**config.mk**
```make
export PLATFORM = sky130hd
export DESIGN_NAME = ex_mem_stage
export DESIGN_NICKNAME = d
export VERILOG_FILES = /design/src/rtl/ex_mem_stage.sv
export SDC_FILE = /design/constraint.sdc
export NUM_CORES = 1
export LEC_CHECK = 0
export ABC_CLOCK_PERIOD_IN_PS = 1500
export CAP_MARGIN = 40
export CELL_PAD_IN_SITES_DETAIL_PLACEMENT = 2
export CELL_PAD_IN_SITES_GLOBAL_PLACEMENT = 2
export CORE_MARGIN = 2
export CORE_UTILIZATION = 23
export CTS_CLUSTER_SIZE = 28
export DETAILED_ROUTE_END_ITERATION = 7
export PLACE_DENSITY_LB_ADDON = 0.1
export SLEW_MARGIN = 20
export SYNTH_ARGS = -nofsm -noshare
export SYNTH_HDL_FRONTEND = slang
export SYNTH_SLANG_ARGS = --single-unit
```
**constraint.sdc**
```tcl
create_clock -name clk -period 1.5 [get_ports clk]
set_input_delay 0.225 -clock clk [delete_from_list [all_inputs] [get_ports clk]]
set_output_delay 0.225 -clock clk [all_outputs]
set_load 0.02 [all_outputs]
```
**src/rtl/ex_mem_stage.sv**
```systemverilog
// EX/MEM pipeline register: captures ALU result and control, lane-aligns store data,
// generates byte enables, traps misaligned accesses into a sticky fault and parks on HALT.
module ex_mem_stage (
  input  logic        clk,
  input  logic        i_reset,
  input  logic        i_step,
  input  logic        i_flush,
  input  logic [31:0] i_alu_result,
  input  logic [31:0] i_store_data,
  input  logic [4:0]  i_write_reg,
  input  logic        i_mem2Reg,
  input  logic        i_memRead,
  input  logic        i_memWrite,
  input  logic        i_regWrite,
  input  logic        i_sign_flag,
  input  logic [1:0]  i_width,
  input  logic        i_halt,
  output logic [31:0] o_alu_result,
  output logic [31:0] o_store_data,
  output logic [3:0]  o_byte_en,
  output logic [4:0]  o_write_reg,
  output logic        o_mem2Reg,
  output logic        o_memRead,
  output logic        o_memWrite,
  output logic        o_regWrite,
  output logic        o_sign_flag,
  output logic [1:0]  o_width,
  output logic [1:0]  o_addr_lo,
  output logic        o_halted,
  output logic        o_fault,
  output logic [31:0] o_fault_addr
);

  typedef enum logic [1:0] {
    RUN    = 2'd0,
    HALTED = 2'd1,
    FAULT  = 2'd2
  } state_t;

  state_t      state_q, state_d;

  logic [31:0] alu_result_q, alu_result_d;
  logic [31:0] store_data_q, store_data_d;
  logic [3:0]  byte_en_q, byte_en_d;
  logic [4:0]  write_reg_q, write_reg_d;
  logic        mem2reg_q, mem2reg_d;
  logic        mem_read_q, mem_read_d;
  logic        mem_write_q, mem_write_d;
  logic        reg_write_q, reg_write_d;
  logic        sign_flag_q, sign_flag_d;
  logic [1:0]  width_q, width_d;
  logic [1:0]  addr_lo_q, addr_lo_d;
  logic        halted_q, halted_d;
  logic        fault_q, fault_d;
  logic [31:0] fault_addr_q, fault_addr_d;

  logic        capture;
  logic        misaligned;
  logic        bubble;
  logic        fault_evt;
  logic        halt_evt;
  logic [31:0] aligned_data;
  logic [3:0]  lane_mask;

  // Width 11 falls into the word case for both alignment and fault checks.
  always_comb begin
    aligned_data = i_store_data;
    lane_mask    = 4'b1111;
    case (i_width)
      2'b00: begin
        aligned_data = {4{i_store_data[7:0]}};
        lane_mask    = 4'b0001 << i_alu_result[1:0];
      end
      2'b01: begin
        aligned_data = {2{i_store_data[15:0]}};
        lane_mask    = i_alu_result[1] ? 4'b1100 : 4'b0011;
      end
      default: ;
    endcase
  end

  always_comb begin
    capture    = (state_q == RUN) && !i_step;
    misaligned = (i_memRead || i_memWrite) &&
                 (((i_width == 2'b01) && i_alu_result[0]) ||
                  (i_width[1] && (i_alu_result[1:0] != 2'b00)));
    bubble     = i_flush || misaligned || i_halt;
    // Flush outranks both traps; misalignment outranks halt.
    fault_evt  = capture && !i_flush && misaligned;
    halt_evt   = capture && !i_flush && !misaligned && i_halt;
  end

  // State register
  always_ff @(posedge clk) begin
    if (!i_reset) begin
      state_q <= RUN;
    end else begin
      state_q <= state_d;
    end
  end

  // Next-state logic
  always_comb begin
    state_d = state_q;
    case (state_q)
      RUN: begin
        if (fault_evt) begin
          state_d = FAULT;
        end else if (halt_evt) begin
          state_d = HALTED;
        end
      end
      HALTED:  state_d = HALTED;
      FAULT:   state_d = FAULT;
      default: state_d = RUN;
    endcase
  end

  // Output logic
  always_comb begin
    alu_result_d = alu_result_q;
    store_data_d = store_data_q;
    byte_en_d    = byte_en_q;
    write_reg_d  = write_reg_q;
    mem2reg_d    = mem2reg_q;
    mem_read_d   = mem_read_q;
    mem_write_d  = mem_write_q;
    reg_write_d  = reg_write_q;
    sign_flag_d  = sign_flag_q;
    width_d      = width_q;
    addr_lo_d    = addr_lo_q;
    halted_d     = halted_q || halt_evt;
    fault_d      = fault_q || fault_evt;
    fault_addr_d = fault_evt ? i_alu_result : fault_addr_q;
    if (capture) begin
      alu_result_d = i_alu_result;
      store_data_d = aligned_data;
      write_reg_d  = i_write_reg;
      addr_lo_d    = i_alu_result[1:0];
      if (bubble) begin
        byte_en_d   = 4'b0000;
        mem2reg_d   = 1'b0;
        mem_read_d  = 1'b0;
        mem_write_d = 1'b0;
        reg_write_d = 1'b0;
        sign_flag_d = 1'b0;
        width_d     = 2'b00;
      end else begin
        byte_en_d   = i_memWrite ? lane_mask : 4'b0000;
        mem2reg_d   = i_mem2Reg;
        mem_read_d  = i_memRead;
        mem_write_d = i_memWrite;
        reg_write_d = i_regWrite;
        sign_flag_d = i_sign_flag;
        width_d     = i_width;
      end
    end
  end

  always_ff @(posedge clk) begin
    if (!i_reset) begin
      alu_result_q <= '0;
      store_data_q <= '0;
      byte_en_q    <= '0;
      write_reg_q  <= '0;
      mem2reg_q    <= 1'b0;
      mem_read_q   <= 1'b0;
      mem_write_q  <= 1'b0;
      reg_write_q  <= 1'b0;
      sign_flag_q  <= 1'b0;
      width_q      <= '0;
      addr_lo_q    <= '0;
      halted_q     <= 1'b0;
      fault_q      <= 1'b0;
      fault_addr_q <= '0;
    end else begin
      alu_result_q <= alu_result_d;
      store_data_q <= store_data_d;
      byte_en_q    <= byte_en_d;
      write_reg_q  <= write_reg_d;
      mem2reg_q    <= mem2reg_d;
      mem_read_q   <= mem_read_d;
      mem_write_q  <= mem_write_d;
      reg_write_q  <= reg_write_d;
      sign_flag_q  <= sign_flag_d;
      width_q      <= width_d;
      addr_lo_q    <= addr_lo_d;
      halted_q     <= halted_d;
      fault_q      <= fault_d;
      fault_addr_q <= fault_addr_d;
    end
  end

  assign o_alu_result = alu_result_q;
  assign o_store_data = store_data_q;
  assign o_byte_en    = byte_en_q;
  assign o_write_reg  = write_reg_q;
  assign o_mem2Reg    = mem2reg_q;
  assign o_memRead    = mem_read_q;
  assign o_memWrite   = mem_write_q;
  assign o_regWrite   = reg_write_q;
  assign o_sign_flag  = sign_flag_q;
  assign o_width      = width_q;
  assign o_addr_lo    = addr_lo_q;
  assign o_halted     = halted_q;
  assign o_fault      = fault_q;
  assign o_fault_addr = fault_addr_q;

endmodule

```
Word-level counts from Yosys, hierarchy flattened --
Index checks and enable logic that the tools add are counted.
Operators by class: equality and inequality tests 4, shift operators 1, multiplexer cells 14, reductions and logical operators 20
Operators with widths (count):
- 32-bit case mux with 2 select lines | 1
- 4-bit 2-to-1 mux | 3
- 1-bit logical AND | 8
- 4-bit case mux with 2 select lines | 1
- 1-bit logical OR | 6
- 2-bit 2-to-1 mux | 3
- 2-bit case mux with 3 select lines | 1
- 1-bit 2-to-1 mux | 5
- 2-bit by 1-bit equality test with 1-bit output (second input constant) | 2
- 2-bit zero test | 2
- 1-bit by 2-bit left shift with 4-bit output (first input constant) | 1
- 1-bit zero test | 3
- 3-bit inequality test (second input constant) | 1
- 2-bit equality test (second input constant) | 1
- 2-bit nonzero test | 1
Word-level totals: register bits 118, input port bits 81, output and inout bits 116, logic and storage cells 54

Longest topological paths before layout --
Gate-level depths: netlist (run 1).
word-level depth 10, mapped depth 6, gate-level depth less buffers 4

Least setup slack after synthesis (run 1) --
Ideal clock, no wire load.
path type flip-flop to flip-flop, from reg state_q[1], to reg byte_en_q[2], in the netlist o_byte_en[2], setup time 0.121 ns, arrival 1.214 ns, data required time 1.379 ns, path slack 0.165 ns, cell stages (with the launch flop) 6, path buffers 2, clock period less this slack 1.335 ns, path through dfxtp_1 -> or3_4 -> buf_2 -> buf_2 -> nand3_1 -> o31ai_2
On the way: word-level cells in the longest chain between the ends 2
RTL lines:
- start: declaration | RTL line 40 | state_t state_q, state_d;
- start signal: assignment | RTL line 98 | state_q <= state_d;
- 2-bit zero test | RTL line 83 | capture = (state_q == RUN) && !i_step;
- 1-bit logical AND | RTL line 83
- end signal: assignment | RTL line 179 | byte_en_q <= byte_en_d;
- end: declaration | RTL line 44 | logic [3:0] byte_en_q, byte_en_d;
No other way between the ends. A chain may end at the register's enable or synchronous reset.

Worst setup path in the final report (run 1) --
from reg state_q[0], to reg store_data_q[9], in the netlist o_store_data[9]
On the way: word-level cells in the longest chain between the ends 2
RTL lines:
- 2-bit zero test | RTL line 83
- 1-bit logical AND | RTL line 83
- end signal: assignment | RTL line 178 | store_data_q <= store_data_d;
- end: declaration | RTL line 43 | logic [31:0] store_data_q, store_data_d;
No other way between the ends.

==> qor.yml, run 1 <==
finish:
  design_area_sq_um: 7610
  final_layout_size_suffix_gt1_frac: 0.111
  final_common_cell: "nand2_1"
  utilization: 0.389
  final_cell_mix: "144 x nand2_1, 116 x dlygate4sd2_1, 114 x dfxtp_1, 82 x nand3_1, 78 x clkdlybuf4s50_1"
  finalNonFillerCells: 1028
  area_growth_pct: 64.6
  antenna_cells: 0
  fin_nets: 834
grt:
  grt_pass1_vias: 5240
  grt_max_degree: 42
  track_usage: 0.172
  grt_overflow: 0
  grt_pass1_wl_um: 28800
  antenna_found_initial: 1
hold_path:
  hold_class: "input port to flop"
cts:
  h-tree-depth: 4
  cts_tree: "yes"
  cts.sinks: 116
  ctsHoldBuffers: 0
  clock_latency_ps: 420
  cts_root_buf: "clkbuf_16"
  cts_buffers: 17
  cts.path.max_buffers: 2
  clk_pin_slew_ps: 50
synth:
  netlist_area_sq_um: 4620
  synth_warnings: 0
  avgSynthCellArea_sq_um: 8.56
  yosysUniqueCellTypes: 32
  synth_seq_cells: 116
  synth_nets: 621
  synthCells: 540
  yosysSeqAreaShare: 0.502
routing:
  ant_nets: 0
  wl_um: 18200
  wire_per_inst_um: 17.7
  drt_iter0_markers: 123
  viasPerCell: 4.58
  vias: 4711
  drt_pass1_iterations: 4
  drc: 0
flow_run:
  drv_cap: 0
power:
  power.sequential.fraction: 0.382
  p_sw_w: 0.00226
  internal_power_w: 0.00651
  p_leak_nw: 3.72
  pwr-share-clk: 0.452
  p_sw_frac: 0.258
  p_per_area_nw_per_um2: 1150
  p_comb_frac: 0.166
  peakVddDrop_mv: 0.747
placement:
  port_buffers: 196
  dpl.hpwl_um: 13200
  dp.cells: 992
  place.gp.congestion: 0.719
  place_area_sq_um: 7070
die:
  initial_core_util: 0.236
  io_pins: 197
  core_sq_um: 19600
  die_w_um: 146
  rows: 51
  fp.dieH_um: 146
  die_area_sq_um: 21300
worst_setup_path:
  worstSetupPathType: "flop to flop"
  critPathLaunchType: "flop"
  cp_max_fo: 8
  arrival_ps: 1740
  end_kind: "flop"
  cp.required_ps: 1800
timing:
  drv_slew: 0
  worst_pin_slew_ps: 387
  skew_ps: 7.97
  max_freq_mhz: 694
  finalSetupViolCount: 0
  final_hold_viol_count: 0
  max_slew_margin: 0.742
  min_period_over_period: 0.961
  fin_crit_ps: 1440
  rsz0062_at_grt: "yes"
run_status:
  status: "finished clean"
[per-layer routing]
layer	share of wire	GRT usage
met5	0	0
met4	0.011	0.0500
met3	0.081	0.0724
met2	0.51	0.307
met1	0.39	0.186
[cell families after synthesis]
| group | share of synthesized area |
|---|---|
| buffers and inverters | 0.0506 |
| DFF | 0.502 |
| and+or+nand+nor | 0.244 |
| muxes | 0.0476 |
| AOI/OAI and AO/OA | 0.155 |
[power groups by stage]
stage,logic [W],clock network (W),registers (W)
2_1_floorplan,0.000460,0,0.00362
3_3_place_gp,0.00150,0,0.00341
3_5_place_dp,0.00154,0,0.00342
4_1_cts,0.00143,0.00409,0.00336
5_1_grt,0.00159,0.00422,0.00338
6_report,0.00145,0.00396,0.00335
[cell usage after synthesis]
library cell	number	share of area
o21ai_0	16	0.017
nand3_1	82	0.089
o21a_1	1	0.0016
buf_1	5	0.0041
o211a_1	16	0.035
clkbuf_1	19	0.015
a21o_1	1	0.0016
nand2b_1	2	0.0027
o31ai_2	1	0.0027
and4_1	1	0.0019
buf_4	3	0.0049
a31oi_1	2	0.0027
nor3b_1	1	0.0016
o211ai_1	2	0.0032
a21boi_0	46	0.075
nand2_1	147	0.12
nand4_1	2	0.0027
nor4_2	1	0.0027
a21oi_1	10	0.011
nor2b_1	3	0.0041
a32oi_1	2	0.0038
inv_1	2	0.0016
or2_2	2	0.0027
buf_2	16	0.017
mux2i_1	22	0.048
or3_4	1	0.0024
dfxtp_1	116	0.50
nor2_1	12	0.0097
o21ba_2	1	0.0022
nor3_2	1	0.0022
buf_6	3	0.0073
nor3_4	1	0.0035
[path summary, 6_finish.rpt]
kind	end	startpoint	cells past startpoint	slack [ps]
min	o_store_data[11]	i_reset	2	260
min reg2reg	o_fault_addr[30]	o_fault_addr[30]	2	450
max reg2reg	o_store_data[9]	state_q[0]	7	60
max	o_store_data[9]	state_q[0]	7	60
[worst max-delay path, cell delays in order (launching register included)]
cell and delay [ps]:
dfxtp_4 360, buf_6 120, nor3_4 260, buf_12 160
buf_6 140, buf_4 120, nand2_1 40, o211a_1 120
[per-stage QoR]
stage               total power, W  hold WS [ps]  TNS [ps]  worst slack (ps)
floorplan                  0.00408           355         0               165
global placement           0.00492           436    -24640              -312
detailed placement         0.00496           449    -33020              -389
CTS                        0.00888           237     -11.6             -9.70
global route               0.00918           266      -139             -25.9
finish                     0.00877           261         0              58.2
[area by class of cell]
| type | count | area [sq um] |
|---|---|---|
| repair buffers | 240 | 2290 |
| clock buffers | 24 | 492 |
| fillers | 2231 | 12000 |
| well taps | 265 | 332 |
| flip-flops and latches | 116 | 2330 |
| clock inverters | 5 | 75.1 |
| inverters | 2 | 7.51 |
| multi-input cells | 376 | 2090 |
[timing repair]
item	in CTS	in global routing
gates resized for setup	117	32
gates cloned	0	0
setup buffers	0	10
pin swaps	0	2
setup endpoints to repair	125	69
Note: power is estimated with default switching activity, not from simulation.
==> run 2: changes to the inputs <==
Settings changed: RECOVER_POWER set to 50.
==> results of run 2 <==
Final layout, timing and power as in run 1 (identical DEF).
